### src/rtl/br_pkg.sv
// Shared branch-unit definitions: branch codes, 2-bit counter states, BTB entry layout.
package br_pkg;

  // 3-bit branch codes carried from decode to EX; 3'b011 is decoded as "none".
  localparam logic [2:0] BR_NONE = 3'b000;
  localparam logic [2:0] BR_JAL  = 3'b001;
  localparam logic [2:0] BR_JALR = 3'b010;
  localparam logic [2:0] BR_BEQ  = 3'b100;
  localparam logic [2:0] BR_BNE  = 3'b101;
  localparam logic [2:0] BR_BLT  = 3'b110;
  localparam logic [2:0] BR_BGE  = 3'b111;

  // Saturating direction counter states; bit 1 is the taken prediction.
  localparam logic [1:0] SNT = 2'b00;
  localparam logic [1:0] WNT = 2'b01;
  localparam logic [1:0] WT  = 2'b10;
  localparam logic [1:0] ST  = 2'b11;

  // Tag storage is sized for the smallest sensible index (pc[31:2]); narrower tags are
  // zero-extended so the entry layout does not depend on the BTB index width.
  localparam int unsigned TAG_MAX_W = 30;

  typedef struct packed {
    logic                 valid;
    logic [TAG_MAX_W-1:0] tag;
    logic [31:0]          target;
    logic [1:0]           ctr;
  } btb_entry_t;

  // Saturating counter step: +1 on taken, -1 on not taken, clamped to SNT..ST.
  function automatic logic [1:0] ctr_step(input logic [1:0] ctr, input logic taken);
    logic [1:0] nxt;
    nxt = ctr;
    if (taken) begin
      if (ctr != ST) nxt = ctr + 2'd1;
    end else begin
      if (ctr != SNT) nxt = ctr - 2'd1;
    end
    return nxt;
  endfunction

endpackage

### src/rtl/br_resolve.sv
// EX-stage branch resolution: actual direction, correct next PC and mispredict flag.
module br_resolve
  import br_pkg::*;
(
  input  logic        en,
  input  logic [2:0]  branch,
  input  logic        zero,
  input  logic        less,
  input  logic [31:0] pc,
  input  logic [31:0] target,
  input  logic [31:0] pred_pc,
  output logic        resolve,
  output logic        is_jump,
  output logic        taken,
  output logic [31:0] actual_pc,
  output logic        mispredict
);

  logic        is_branch;
  logic [31:0] seq_pc;

  // Sequential PC; 32-bit add so the carry drops at the top of the address space.
  assign seq_pc = pc + 32'd4;

  // Decode branch code into control-flow class and actual direction.
  always_comb begin
    is_branch = 1'b0;
    is_jump   = 1'b0;
    taken     = 1'b0;
    case (branch)
      BR_JAL, BR_JALR: begin
        is_branch = 1'b1;
        is_jump   = 1'b1;
        taken     = 1'b1;
      end
      BR_BEQ: begin
        is_branch = 1'b1;
        taken     = zero;
      end
      BR_BNE: begin
        is_branch = 1'b1;
        taken     = ~zero;
      end
      BR_BLT: begin
        is_branch = 1'b1;
        taken     = less;
      end
      BR_BGE: begin
        is_branch = 1'b1;
        taken     = ~less;
      end
      default: begin
        is_branch = 1'b0;
      end
    endcase
  end

  // Compare the real next PC against what fetch assumed.
  always_comb begin
    resolve    = en & is_branch;
    actual_pc  = taken ? target : seq_pc;
    mispredict = resolve & (actual_pc != pred_pc);
  end

endmodule

### src/rtl/branch_predict_ctrl.sv
// Fetch-redirect controller: BTB lookup at IF, resolution/redirect and BTB update at EX.
module branch_predict_ctrl
  import br_pkg::*;
#(
  parameter int unsigned IDX_W = 4,
  parameter int unsigned CNT_W = 32
) (
  input  logic             clk,
  input  logic             rst,
  input  logic [31:0]      if_pc,
  output logic             pred_taken,
  output logic [31:0]      pred_pc,
  input  logic             ex_valid,
  input  logic             ex_stall,
  input  logic [31:0]      ex_pc,
  input  logic [2:0]       ex_branch,
  input  logic             ex_zero,
  input  logic             ex_less,
  input  logic [31:0]      ex_target,
  input  logic             ex_pred_taken,
  input  logic [31:0]      ex_pred_pc,
  output logic             redirect,
  output logic [31:0]      redirect_pc,
  output logic             flush_if_id,
  output logic             flush_id_ex,
  output logic [CNT_W-1:0] branch_cnt,
  output logic [CNT_W-1:0] mispred_cnt
);

  localparam int unsigned ENTRIES = 1 << IDX_W;

  btb_entry_t btb_q [ENTRIES];

  logic [IDX_W-1:0]     if_idx;
  logic [IDX_W-1:0]     ex_idx;
  logic [TAG_MAX_W-1:0] if_tag;
  logic [TAG_MAX_W-1:0] ex_tag;
  btb_entry_t           if_entry;
  btb_entry_t           ex_entry;
  logic                 if_hit;
  logic                 ex_hit;

  logic                 res;
  logic                 res_jump;
  logic                 res_taken;
  logic [31:0]          res_pc;
  logic                 res_mispredict;

  btb_entry_t           upd_entry;
  logic                 upd_we;

  logic [CNT_W-1:0]     branch_cnt_q;
  logic [CNT_W-1:0]     mispred_cnt_q;

  // The carried prediction bit is implied by ex_pred_pc; it is kept on the port for debug.
  logic                 unused_pred_taken;
  assign unused_pred_taken = ex_pred_taken;

  assign if_idx = if_pc[IDX_W+1:2];
  assign ex_idx = ex_pc[IDX_W+1:2];
  assign if_tag = TAG_MAX_W'(if_pc[31:IDX_W+2]);
  assign ex_tag = TAG_MAX_W'(ex_pc[31:IDX_W+2]);

  assign if_entry = btb_q[if_idx];
  assign ex_entry = btb_q[ex_idx];

  // IF lookup reads the registered table, so a same-cycle EX write is not bypassed.
  always_comb begin
    if_hit     = if_entry.valid && (if_entry.tag == if_tag);
    pred_taken = if_hit && if_entry.ctr[1];
    pred_pc    = pred_taken ? if_entry.target : (if_pc + 32'd4);
  end

  br_resolve u_resolve (
    .en         (ex_valid & ~ex_stall),
    .branch     (ex_branch),
    .zero       (ex_zero),
    .less       (ex_less),
    .pc         (ex_pc),
    .target     (ex_target),
    .pred_pc    (ex_pred_pc),
    .resolve    (res),
    .is_jump    (res_jump),
    .taken      (res_taken),
    .actual_pc  (res_pc),
    .mispredict (res_mispredict)
  );

  // Redirect is combinational so the PC mux picks it up on the next edge; reset masks it.
  always_comb begin
    redirect    = res_mispredict & ~rst;
    redirect_pc = res_pc;
    flush_if_id = redirect;
    flush_id_ex = redirect;
  end

  // Build the replacement entry for the EX instruction's slot.
  always_comb begin
    ex_hit    = ex_entry.valid && (ex_entry.tag == ex_tag);
    upd_entry = ex_entry;
    upd_we    = 1'b0;
    if (res) begin
      if (ex_hit) begin
        upd_we = 1'b1;
        if (res_jump) begin
          upd_entry.ctr    = ST;
          upd_entry.target = ex_target;
        end else begin
          upd_entry.ctr = ctr_step(ex_entry.ctr, res_taken);
          if (res_taken) upd_entry.target = ex_target;
        end
      end else if (res_taken) begin
        // Not-taken misses are not allocated: they would only predict fall-through anyway.
        upd_we           = 1'b1;
        upd_entry.valid  = 1'b1;
        upd_entry.tag    = ex_tag;
        upd_entry.target = ex_target;
        upd_entry.ctr    = res_jump ? ST : WT;
      end
    end
  end

  // BTB storage; reset clears valid and direction state, targets/tags are don't-care.
  always_ff @(posedge clk) begin
    if (rst) begin
      for (int i = 0; i < int'(ENTRIES); i++) begin
        btb_q[i].valid <= 1'b0;
        btb_q[i].ctr   <= SNT;
      end
    end else if (upd_we) begin
      btb_q[ex_idx] <= upd_entry;
    end
  end

  // Performance counters, wrapping modulo 2^CNT_W.
  always_ff @(posedge clk) begin
    if (rst) begin
      branch_cnt_q  <= '0;
      mispred_cnt_q <= '0;
    end else if (res) begin
      branch_cnt_q <= branch_cnt_q + CNT_W'(1);
      if (res_mispredict) mispred_cnt_q <= mispred_cnt_q + CNT_W'(1);
    end
  end

  assign branch_cnt  = branch_cnt_q;
  assign mispred_cnt = mispred_cnt_q;

endmodule
### config.mk
export PLATFORM = sky130hd
export DESIGN_NAME = branch_predict_ctrl
export DESIGN_NICKNAME = d
export VERILOG_FILES = /design/src/rtl/br_pkg.sv /design/src/rtl/br_resolve.sv /design/src/rtl/branch_predict_ctrl.sv
export SDC_FILE = /design/constraint.sdc
export NUM_CORES = 2
export LEC_CHECK = 0
export BUFFER_PORTS_ARGS = -buffer_cell sky130_fd_sc_hd__clkbuf_2
export CORE_MARGIN = 1.5
export CORE_UTILIZATION = 67
export DETAILED_ROUTE_END_ITERATION = 16
export PLACE_DENSITY = 0.89
export SLEW_MARGIN = 20
export SYNTH_ARGS = -nofsm -noshare
export SYNTH_HDL_FRONTEND = slang
export SYNTH_SLANG_ARGS = --single-unit
### constraint.sdc
create_clock -name clk -period 19.6 [get_ports clk]
set_clock_uncertainty 0.05 [all_clocks]
set_input_delay 3.92 -clock clk [delete_from_list [all_inputs] [get_ports clk]]
set_output_delay 3.92 -clock clk [all_outputs]
set_load 0.005 [all_outputs]
==> results.py <==
metrics = {
    "drt": {
        "drt-initial-drc-count": 7004,
        "drt_wl_total_mm": 192,
        "antenna_left": 0,
        "dr.pass1.iters": 13,
        "vias_per_cell": 8.38,
        "drc": 0,
        "route.vias.total": 37600,
        "post_drt_wl_per_cell_um": 42.8,
    },
    "synthesis": {
        "yosysTopAreaCell": "edfxtp_1",
        "seq_area_frac_synth_pct": 59.1,
        "synthTopCellsByCount": "1040 x edfxtp_1, 608 x mux4_2, 124 x nand2_1, 115 x clkbuf_1, 105 x nor2_1",
        "synth_flop_cell": "edfxtp_1",
        "yosys_warnings": 0,
        "synth_seq_cells": 1104,
        "synth_area_um2": 55000,
        "yosysMostFrequentCell": "edfxtp_1",
        "synth_cells": 3092,
        "synth.top_cell.area_share_pct": 56.8,
        "ys_types": 93,
        "synth_edf_count": 1040,
        "syn_avg_cell_area_um2": 17.8,
        "synthTopCellsByArea": "edfxtp_1 57%, mux4_2 25%, dfxtp_1 2.3%, mux2_2 1.7%, xnor2_1 1.5%",
        "syn-num-nets": 3237,
        "async_flop_share_pct": 0,
    },
    "clocking": {
        "insertion_delay_ps": 740,
        "cts.sinks": 1104,
        "cts_resized": 0,
        "numCtsBuffers": 110,
        "htreeDepth": 3,
        "clock_path_buffers": 3,
        "cts-root-buf": "clkbuf_16",
        "cts_tree": "yes",
        "ctsHoldBuffers": 0,
        "post_cts_buffers": 0,
        "path_clk_slew_ps": 60,
    },
    "grt": {
        "grt_pass1_wl_mm": 268,
        "grt_max_degree": 155,
        "grt_pass1_vias": 37600,
        "grt_antenna_before_repair": 37,
        "grt_overflow": 0,
        "gr-usage-all-layers_pct": 46.2,
    },
    "power_and_ir_drop": {
        "swShare_pct": 25.0,
        "power.internal_mw": 4.05,
        "p_sw_mw": 1.35,
        "clkPwrFrac_pct": 40.3,
        "power_frac_comb_pct": 10.7,
        "power_leakage_nw": 19.6,
        "power_density_nw_per_um2": 88.3,
        "peakVddDrop_mv": 0.127,
        "p_seq_share_pct": 49.0,
    },
    "sta": {
        "tns_ps": 0,
        "slew_viol_final": 0,
        "fmax_mhz": 74.2,
        "post-route-min-period_ps": 13480,
        "finalHoldViolations": 0,
        "setup_violations": 0,
        "rsz0062_at_grt": "no",
        "finalCritPeriodShare_pct": 68.8,
        "slew_headroom_pct": 2.15,
        "worstMarginPinSlew_ps": 1450,
    },
    "setup_path": {
        "cp_max_fo": 115,
        "worstSetupPathType": "in -> out",
        "cp.depth": 10,
        "crit_top_cell": "mux4_2",
        "cpPeakStageDelay_ps": 940,
        "r2r_setup_slack_ps": 12730,
        "crit_required_ps": 15630,
        "critPathCaptureType": "primary output",
        "cp_cell_sequence": "buf_8 > buf_12 > mux4_2 > mux4_2 > xnor2_1 > nand4_1 > nor3_1 > nand3_2 > mux2_2 > clkbuf_2",
        "cp.buffers_inverters": 3,
        "crit_slowest_cell": "nand3_2",
        "arrival_ps": 9510,
        "critPathLaunchType": "input pin",
        "reg2reg_depth": 10,
        "critical-path-top-delay-family": "multiplexers",
    },
    "floorplanning": {
        "die-height_um": 290,
        "rows": 104,
        "fp.dieW_um": 290,
        "initial_core_util_pct": 68.0,
        "floorplan.die_area_um2": 83900,
        "core_um2": 80900,
        "num_io_pins": 270,
    },
    "final_layout": {
        "synthToLayoutAreaGrowth_pct": 11.0,
        "stdcell_area_um2": 61100,
        "nNetsFinal": 3452,
        "drive_gt1_share_pct": 37.0,
    },
    "hold_path": {
        "worstHoldPathType": "reg -> reg",
        "whs_path_depth": 2,
    },
    "placement": {
        "gp_congestion": 0.996,
        "io_buffers": 268,
        "hpwlAfterDp_mm": 109,
        "dpl_cell_area_um2": 57400,
    },
    "run_status": {
        "status": "finished, final reports clean",
    },
    "job": {
        "maxCapViolations": 0,
    },
}
==> worst paths after layout <==
kind	endpoint	startpoint
max	pred_pc[20]	if_pc[2]
min	mispred_cnt[5]$_SDFFE_PP0P_	mispred_cnt[5]$_SDFFE_PP0P_
max reg2reg	btb_q[6][51]$_DFFE_PP_	btb_q[4][61]$_DFFE_PP_
min reg2reg	mispred_cnt[5]$_SDFFE_PP0P_	mispred_cnt[5]$_SDFFE_PP0P_
==> tightest hold or removal path, stage by stage, from the launching register on <==
cell,delay [ps]
dfxtp_1,330
o31ai_1,70
a21oi_1,50
==> placed cells by master, fill, tap and decap left out, drive strengths merged, types with 66 or more instances in the layout <==
master | Yosys | final
mux4 | 608 | 608
o21ai | 80 | 80
nand3 | 66 | 66
nor2 | 105 | 105
mux2 | 85 | 85
xnor2 | 95 | 95
nand2 | 124 | 124
buf | 106 | 68
edfxtp | 1040 | 1040
clkbuf | 121 | 399
==> kinds of logic (layout without fill, tap and decap cells) <==
group                      count (synthesis)  in the layout  share of synthesized area (%)
DFF                                     1104           1104                           59.1
buffers and inverters                    261            563                           2.17
and+or+nand+nor                          599            599                           5.98
muxes                                    721            721                           27.1
other                                      0             27                              0
xor gates and xnor gates                 159            159                           2.56
AOI/OAI and AO/OA                        240            240                           2.90
adders and majority gates                  8              8                          0.177
==> power by group through the flow <==
stage	Sequential, mW	Clock, mW	Combinational, mW
detailed placement	2.69	0	0.532
global placement	2.69	0	0.512
CTS	2.64	2.15	0.548
finish	2.64	2.17	0.579
global route	2.64	2.23	0.586
floorplan	2.69	0	0.347
==> through the flow <==
step / hold WS [ps] / utilization [%] / std cells / worst slack [ps] / power [mW]
3_5_place_dp: 437 / 70.9 / 4254 / 6440 / 3.22
6_report: 448 / 75.4 / 4481 / 6120 / 5.39
2_1_floorplan: 413 / - / 3092 / 7220 / 3.03
3_3_place_gp: 404 / 70.8 / 4250 / 6460 / 3.20
5_1_grt: 464 / 75.4 / 4464 / 6100 / 5.46
4_1_cts: 446 / 75.3 / 4453 / 6340 / 5.34
==> final cells by class <==
| class | instances | area, µm² |
|---|---|---|
| Timing Repair Buffer | 330 | 1950 |
| Tap cell | 1060 | 1330 |
| Multi-Input combinational cell | 1727 | 21500 |
| Inverter | 34 | 133 |
| Fill cell | 4085 | 19900 |
| Clock buffer | 137 | 2900 |
| Sequential cell | 1104 | 32500 |
| Antenna cell | 27 | 67.6 |
| Clock inverter | 62 | 723 |
==> routing by layer <==
layer	vias to the layer above	global-route usage, %	share of wire (%)
li1	13500	-	-
met1	18400	54.7	28
met2	4485	67.9	45
met3	1165	20.4	18
met4	33	33.0	8.4
met5	-	2.05	0.26
==> registers in the layout, indices dropped and copies added, names as in the netlist <==
register     count
branch_cnt      32
btb_q         1040
mispred_cnt     32
Note: power is estimated with default switching activity, not from simulation.
